`config.mk`:
```
export PLATFORM = sky130hd
export DESIGN_NAME = ad_capture_pack
export DESIGN_NICKNAME = d
export VERILOG_FILES = /design/src/rtl/ad_capture_pack.sv
export SDC_FILE = /design/constraint.sdc
export NUM_CORES = 1
export LEC_CHECK = 0
export ABC_AREA = 1
export CAP_MARGIN = 30
export CORE_MARGIN = 5
export CORE_UTILIZATION = 57
export DETAILED_ROUTE_END_ITERATION = 12
export HOLD_SLACK_MARGIN = 0.1
export PLACE_DENSITY = 0.82
export SETUP_SLACK_MARGIN = 0.02
export SYNTH_ARGS = -nofsm -noshare
export SYNTH_HDL_FRONTEND = slang
export SYNTH_SLANG_ARGS = --single-unit
```
`constraint.sdc`:
```
create_clock -name i_ad_clk -period 7.4 [get_ports i_ad_clk]
set_input_delay 1.85 -clock i_ad_clk [delete_from_list [all_inputs] [get_ports i_ad_clk]]
set_output_delay 1.85 -clock i_ad_clk [all_outputs]
set_load 0.01 [all_outputs]
```
`src/rtl/ad_capture_pack.sv`:
```
// Trigger-started A/D capture engine: delay, decimate or peak-hold,
// then pack PACK results per output word with valid/last/done strobes.
//
// Ports:
//   i_ad_clk      sample clock (only clock)
//   i_rst         async active-high reset
//   i_st          start strobe, rising edge triggers a capture
//   i_abort       synchronous abort of the capture in progress
//   i_ad_data     unsigned A/D sample
//   i_recv_count  result samples per capture
//   i_delay       clocks skipped after the trigger
//   i_dec         decimation ratio (0 and 1 mean none)
//   i_mode        0 = first sample of window, 1 = window max
//   o_data        packed word, earliest result in the low lane
//   o_valid       one-cycle word strobe
//   o_last        final word of the capture
//   o_working     capture in progress
//   o_done        one-cycle normal-completion pulse
module ad_capture_pack #(
    parameter int DSIZE  = 8,
    parameter int PACK   = 2,
    parameter int CWIDTH = 16,
    parameter int DECW   = 4
) (
    input  logic                  i_ad_clk,
    input  logic                  i_rst,
    input  logic                  i_st,
    input  logic                  i_abort,
    input  logic [DSIZE-1:0]      i_ad_data,
    input  logic [CWIDTH-1:0]     i_recv_count,
    input  logic [CWIDTH-1:0]     i_delay,
    input  logic [DECW-1:0]       i_dec,
    input  logic                  i_mode,
    output logic [DSIZE*PACK-1:0] o_data,
    output logic                  o_valid,
    output logic                  o_last,
    output logic                  o_working,
    output logic                  o_done
);

    localparam int LW = (PACK > 1) ? $clog2(PACK) : 1;

    typedef enum logic [1:0] {
        S_IDLE,
        S_DELAY,
        S_CAPT,
        S_FLUSH
    } state_t;

    state_t                r_state;
    logic                  r_st_d;
    logic [CWIDTH-1:0]     r_recv;
    logic [CWIDTH-1:0]     r_dcnt;
    logic [CWIDTH-1:0]     r_rcnt;
    logic [DECW-1:0]       r_dmax;
    logic                  r_mode;
    logic [DECW-1:0]       r_wcnt;
    logic [DSIZE-1:0]      r_first;
    logic [DSIZE-1:0]      r_max;
    logic [LW-1:0]         r_lane;
    logic [DSIZE*PACK-1:0] r_pack;

    logic                  w_trig;
    logic                  w_wfirst;
    logic                  w_wend;
    logic                  w_lfull;
    logic                  w_rlast;
    logic [CWIDTH-1:0]     w_rnext;
    logic [DSIZE-1:0]      w_max;
    logic [DSIZE-1:0]      w_res;
    logic [DSIZE*PACK-1:0] w_word;

    assign w_trig   = i_st & ~r_st_d;
    assign w_wfirst = (r_wcnt == '0);
    assign w_wend   = (r_wcnt == r_dmax);
    assign w_lfull  = (r_lane == LW'(PACK - 1));
    assign w_rnext  = r_rcnt + CWIDTH'(1);
    assign w_rlast  = (w_rnext == r_recv);

    // The first sample of a window restarts the running max.
    assign w_max = w_wfirst ? i_ad_data :
                   ((i_ad_data > r_max) ? i_ad_data : r_max);
    assign w_res = r_mode ? w_max :
                   (w_wfirst ? i_ad_data : r_first);

    // Lane 0 opens a fresh word so a flushed partial word has zero upper lanes.
    always_comb begin
        w_word = r_pack;
        if (r_lane == '0) begin
            w_word = '0;
        end
        w_word[int'(r_lane)*DSIZE +: DSIZE] = w_res;
    end

    always_ff @(posedge i_ad_clk or posedge i_rst) begin
        if (i_rst) begin
            r_state   <= S_IDLE;
            r_st_d    <= 1'b1;
            r_recv    <= '0;
            r_dcnt    <= '0;
            r_rcnt    <= '0;
            r_dmax    <= '0;
            r_mode    <= 1'b0;
            r_wcnt    <= '0;
            r_first   <= '0;
            r_max     <= '0;
            r_lane    <= '0;
            r_pack    <= '0;
            o_data    <= '0;
            o_valid   <= 1'b0;
            o_last    <= 1'b0;
            o_working <= 1'b0;
            o_done    <= 1'b0;
        end else begin
            r_st_d  <= i_st;
            o_valid <= 1'b0;
            o_last  <= 1'b0;
            o_done  <= 1'b0;
            if (r_state != S_IDLE && i_abort) begin
                r_state   <= S_IDLE;
                o_working <= 1'b0;
            end else begin
                unique case (r_state)
                    S_IDLE: begin
                        if (w_trig && !i_abort) begin
                            r_recv <= i_recv_count;
                            r_dcnt <= i_delay;
                            r_mode <= i_mode;
                            r_dmax <= (i_dec <= DECW'(1)) ? '0 :
                                      i_dec - DECW'(1);
                            r_rcnt <= '0;
                            r_wcnt <= '0;
                            r_lane <= '0;
                            if (i_recv_count == '0) begin
                                o_done <= 1'b1;
                            end else if (i_delay != '0) begin
                                r_state   <= S_DELAY;
                                o_working <= 1'b1;
                            end else begin
                                r_state   <= S_CAPT;
                                o_working <= 1'b1;
                            end
                        end
                    end
                    S_DELAY: begin
                        r_dcnt <= r_dcnt - CWIDTH'(1);
                        if (r_dcnt == CWIDTH'(1)) begin
                            r_state <= S_CAPT;
                        end
                    end
                    S_CAPT: begin
                        r_max <= w_max;
                        if (w_wfirst) begin
                            r_first <= i_ad_data;
                        end
                        if (w_wend) begin
                            r_wcnt <= '0;
                            r_pack <= w_word;
                            r_rcnt <= w_rnext;
                            r_lane <= w_lfull ? '0 : r_lane + LW'(1);
                            if (w_lfull) begin
                                o_data  <= w_word;
                                o_valid <= 1'b1;
                            end
                            if (w_rlast) begin
                                if (w_lfull) begin
                                    o_last    <= 1'b1;
                                    o_done    <= 1'b1;
                                    o_working <= 1'b0;
                                    r_state   <= S_IDLE;
                                end else begin
                                    r_state <= S_FLUSH;
                                end
                            end
                        end else begin
                            r_wcnt <= r_wcnt + DECW'(1);
                        end
                    end
                    S_FLUSH: begin
                        o_data    <= r_pack;
                        o_valid   <= 1'b1;
                        o_last    <= 1'b1;
                        o_done    <= 1'b1;
                        o_working <= 1'b0;
                        r_state   <= S_IDLE;
                    end
                    default: begin
                        r_state <= S_IDLE;
                    end
                endcase
            end
        end
    end

endmodule

```
## Word level (Yosys, flattened, before mapping)

Index checks and enable logic that the tools add are counted.
Widths: inputs -> output; s select.

| storage, ports and cells | value |
|---|---|
| register bits | 113 |
| latch bits | 0 |
| RAM bits | 0 |
| memory bits (read-only) | 0 |
| output and inout port bits | 20 |
| memories | 0 |

| cells by class | value |
|---|---|
| $add $sub $neg | 6 |
| multiply operators | 0 |
| divide/modulo/power cells | 0 |
| $lt $le $gt $ge | 2 |
| equality and inequality tests | 15 |
| shift-type cells | 2 |
| mux-type cells | 50 |
| bitwise gates (word level) | 3 |
| reduce and logical (&&, ||, !) cells | 21 |

Operators with widths:

| operator | count |
|---|---|
| $mux 16 | 6 |
| $pmux 16 s2 | 3 |
| $neg 4->33 | 1 |
| $shift 8x33->16 const A | 1 |
| $shiftx 8x33->16 | 1 |
| $mux 8 | 4 |
| $mux 1 | 18 |
| $ne 3x3->1 const B | 6 |
| $add 16x1->16 const B | 1 |
| $bwmux 16 | 1 |
| $eq 16x1->1 const B | 1 |
| $eq 16x16->1 | 1 |
| $logic_not 16->1 | 1 |
| $mux 2 | 8 |
| $reduce_bool 16->1 | 1 |
| $sub 16x1->16 const B | 1 |
| $mux 4 | 3 |
| $reduce_and 3->1 | 4 |
| $gt 8x8->1 | 1 |
| $pmux 2 s4 | 1 |
| $pmux 4 s2 | 1 |
| $reduce_and 4->1 | 2 |
| $reduce_bool 2->1 | 4 |
| $ne 2x2->1 const B | 3 |
| other kinds (19) | 25 |

## Longest topological paths before layout

| logic depth | value |
|---|---|
| depth after elaboration | 9 |
| gate-level depth with buffers | 16 |
| gate-level depth less buffers | 16 |

## Worst setup path before layout

OpenSTA, ideal clock, no wires.

| path | value |
|---|---|
| kind | in2reg |
| start | input port i_ad_data[7] |
| end | register r_pack[0] |
| setup time | 0.131 ns |
| arrival time | 3.286 ns |
| setup slack | 3.984 ns |
| stages | 14 |
| buffers on the path | 0 |
| path through | ha_1 nand2_1 inv_1 nor2_1 o21a_1 nand2_1 nand2_1 nand2_1 nand2_1 nand3_1 nand3_1 o21ai_0 nand2_1 o21ai_0 |

| on the way | value |
|---|---|
| cells in the longest elaborated chain, start to end | 6 |
| elaborated cells on any way between the ends | 7 |
| those cells by class | order compare (1); shift (1); mux (5) |

RTL lines:

| item | line | source |
|---|---|---|
| from (decl) | 29 | `input logic [DSIZE-1:0] i_ad_data,` |
| $gt 8x8->1 | 82 | `((i_ad_data > r_max) ? i_ad_data : r_max);` |
| $mux 8 | 82 |  |
| $mux 8 | 81 | `assign w_max = w_wfirst ? i_ad_data :` |
| $mux 8 (*) | 83 | `assign w_res = r_mode ? w_max :` |
| $shiftx 8x33->16 (*) | 92 | `w_word[int'(r_lane)*DSIZE +: DSIZE] = w_res;` |
| $bwmux 16 (*) | 92 |  |
| to (signal assigned) | 158 | `r_pack <= w_word;` |
| to (decl) | 61 | `logic [DSIZE*PACK-1:0] r_pack;` |

Mark *: on every way between the ends. The rest lies on a longest branch, timed or not.
A chain may end at the register's enable or synchronous reset.

## Final worst setup path

| path | value |
|---|---|
| start | input port i_ad_data[1] |
| end | register r_pack[0] |

The elaborated chain is that of the path after synthesis.

==> impl_metrics.toml <==
[clock_tree]
cts_buffer_depth = 2
clk_latency_ns = 0.42
cts_tree = "yes"
cts_hold_buffers = 0
cts_buffers = 17
cts.sinks = 113
root_buffer = "clkbuf_16"
cts_resized = 0
post_cts_buffers = 0
htree_levels = 4
clk_pin_slew_ns = 0.05

[placed_design]
io_buffer_count = 68
place_area_mm2 = 0.00727
place_congestion = 0.905
post-dp-hpwl_um = 11100

[sta]
worst_pin_slew_ns = 0.872
fin_crit_ns = 3.99
tns_ns = 0
period_share_pct = 54.0
drv_slew = 0
rsz0062_at_grt = "no"
clock_skew_ns = 0.00915
max_freq_mhz = 250
finalSetupViolations = 0
finalHoldViolCount = 0
relSlewSlack_pct = 41.7
hold-worst-slack_ns = 0.476

[worst_setup_path]
reg2reg_slack_ns = 4.17
startpoint = "i_ad_data[1]"
criticalPathCategory = "input port to register"
worstPathRequired_ns = 7.68
path_common_cell = "nand2_1"
ff2ff_path_depth = 7
end_kind = "register"
crit_fanout = 9
startpoint_type = "input port"
crit_chain = "clkdlybuf4s50_1, ha_1, a21oi_1, o21ai_0, nand2_1, nand2_1, nand2_1, nand2_1, nand2_1, nand3_1, nand3_1, o21ai_0, nand2_1, o21ai_0"
cp_slowest_stage_delay_ns = 0.46
r2r_end = "o_data[13]$_DFFE_PP0P_"
cp-endpoint = "r_pack[0]$_DFFE_PP0P_"
arrival_ns = 4.27
reg2reg_from = "r_state[0]$_DFFE_PP0P_"
slowest_stage = "clkdlybuf4s50_1"

[global_route]
grt_use_total_pct = 24.9
first_global_vias = 5783
grt_overflow = 0
grt_max_degree = 65
grt_pass1_wl_um = 26900
antenna_found_initial = 0

[final_layout]
num_antenna_cells = 0
multi_input_area_mm2 = 0.00320
syn_to_final_growth_pct = 21.6
fin_nets = 989
n_fill_cell = 915
drive_gt1_share_pct = 6.22
regArea_mm2 = 0.00283
finalCoreUtilization_pct = 69.9
stdcell_area_mm2 = 0.00791

[routing]
wl_met2_um = 7920
firstDrtPassIters = 5
drc = 0
wl_met3_um = 854
met1_length_um = 6960
drt-total-wl_um = 16200
wl_per_cell_um = 15.0
drtAntennaViolNets = 0
highest_layer = "met4"
num_vias = 6080
dr.first_iter.drc_count = 531
routed_via_density = 5.65

[run]
timing.max_cap.violations = 0

[synth]
netlist.area_leader.share_pct = 43.1
synthFlopType = "dfrtp_1"
yosysMostFrequentCell = "nand2_1"
synthArstFlopShare_pct = 100
yosys_register_bits = 113
yosys_warnings = 0
synth_area_leaders = "dfrtp_1 43%, nand2_1 13%, o21ai_0 6.9%"
syn_nets = 927
avgSynthCellArea_um2 = 7.57
synthTopCellsByCount = "227 x nand2_1, 112 x dfrtp_1, 94 x inv_1"
synth_area_mm2 = 0.00650
synth_edf_count = 0
ys_types = 41
yosys.area.top_type = "dfrtp_1"
syn_inst = 859
synth-seq-area-share_pct = 43.5

[floorplanning]
dieArea_mm2 = 0.0136
coreArea_mm2 = 0.0113
die_h_um = 117
pin_count = 69
die_w_um = 117
start_util_pct = 57.4
placementRows = 39

[power]
power.static_leakage_nw = 3.72
pwr-share-clk_pct = 25.5
irDropWorstVdd_v = 0.000349
p_sw_share_pct = 41.2
seqPwrFrac_pct = 31.5
power.internal_mw = 2.07
combPwrFrac_pct = 43.1
p_per_area_mw_per_mm2 = 444
p_switching_mw = 1.45

[run_status]
status = "completed"

[worst_hold_path]
min_path_type = "register to register"
min_path_cells = 2
per-layer routing:
metal	vias up	global-route usage (%)
li1	2976	-
met1	2863	32.4
met2	208	41.6
met3	33	3.91
met4	0	10.2
met5	-	0
placed cells by master (no fill, tap or decap), types with 4 or more instances in the layout:
cell	instances
nor3_1	4
nand3_1	61
nor2_4	4
clkbuf_16	17
o22ai_1	16
nor2_2	5
nor2_1	57
nor4_1	7
clkdlybuf4s50_1	68
inv_1	93
nand2_2	5
xor2_1	17
nand4_1	17
ha_1	19
bufinv_16	5
a31oi_1	9
mux2i_1	7
o211ai_1	11
dfrtp_1	112
nand2_1	227
clkinvlp_4	4
a21oi_1	41
nand3b_1	4
o21ai_0	90
sequential cells by signal, summed over array words and instances (netlist names):
signal and flops:
o_done 1, r_state 2, r_rcnt 16, o_valid 1
r_lane 1, r_max 8, r_wcnt 4, o_working 1
r_first 8, r_recv 16, r_mode 1, o_data 16
r_dcnt 16, r_dmax 4, r_st_d 1, o_last 1
r_pack 16
power by group through the flow:
stage               combinational [mW]  clock, mW  sequential, mW
floorplan                         1.12          0            1.06
global placement                  1.45          0            1.10
detailed placement                1.50          0            1.11
CTS                               1.51      0.898            1.10
global route                      1.72      0.930            1.14
finish                            1.51      0.895            1.11
worst min-delay path by stage:
stage | start | slack [ns] | end
after CTS | o_data[0]$_DFFE_PP0P_ | 0.48 | o_data[0]$_DFFE_PP0P_
after global placement | r_first[4]$_DFFE_PP0P_ | 0.47 | r_first[4]$_DFFE_PP0P_
after global routing | o_data[2]$_DFFE_PP0P_ | 0.51 | o_data[2]$_DFFE_PP0P_
after floorplan | r_first[1]$_DFFE_PP0P_ | 0.45 | r_first[1]$_DFFE_PP0P_
after detailed placement | o_data[2]$_DFFE_PP0P_ | 0.46 | o_data[2]$_DFFE_PP0P_
final | o_data[0]$_DFFE_PP0P_ | 0.48 | o_data[0]$_DFFE_PP0P_
area by class of cell:
| class | count | share of cell area [%] |
|---|---|---|
| timing repair buffer | 70 | 8.79 |
| clock buffer | 17 | 5.38 |
| tap | 143 | 2.26 |
| clock inverter | 14 | 2.69 |
| sequential | 113 | 35.8 |
| multi-input combinational | 620 | 40.4 |
| inverter | 99 | 4.73 |
logic make-up after synthesis:
| kind of cell | Yosys count | share of synthesized area, % |
|---|---|---|
| buffers and inverters | 126 | 7.41 |
| adders and majority gates | 19 | 3.66 |
| AOI/OAI and AO/OA | 176 | 14.7 |
| DFF | 113 | 43.5 |
| xor gates and xnor gates | 20 | 2.90 |
| and+or+nand+nor | 398 | 26.7 |
| muxes | 7 | 1.08 |
through the flow:
step	total power, mW	std cells	worst slack (ns)
2_1_floorplan	2.19	859	2.56
3_3_place_gp	2.55	1045	3.16
3_5_place_dp	2.60	1045	3.08
4_1_cts	3.51	1076	3.41
5_1_grt	3.79	1076	3.17
6_report	3.51	1076	3.41
worst max-delay path, delay by kind of cell:
| family | cells | cell delay (ns) |
|---|---|---|
| buffers and inverters | 1 | 0.46 |
| adders and majority gates | 1 | 0.33 |
| AOI/OAI and AO/OA | 4 | 0.44 |
| and+or+nand+nor | 8 | 1.17 |
No activity file was read; power rests on OpenSTA's default activity.
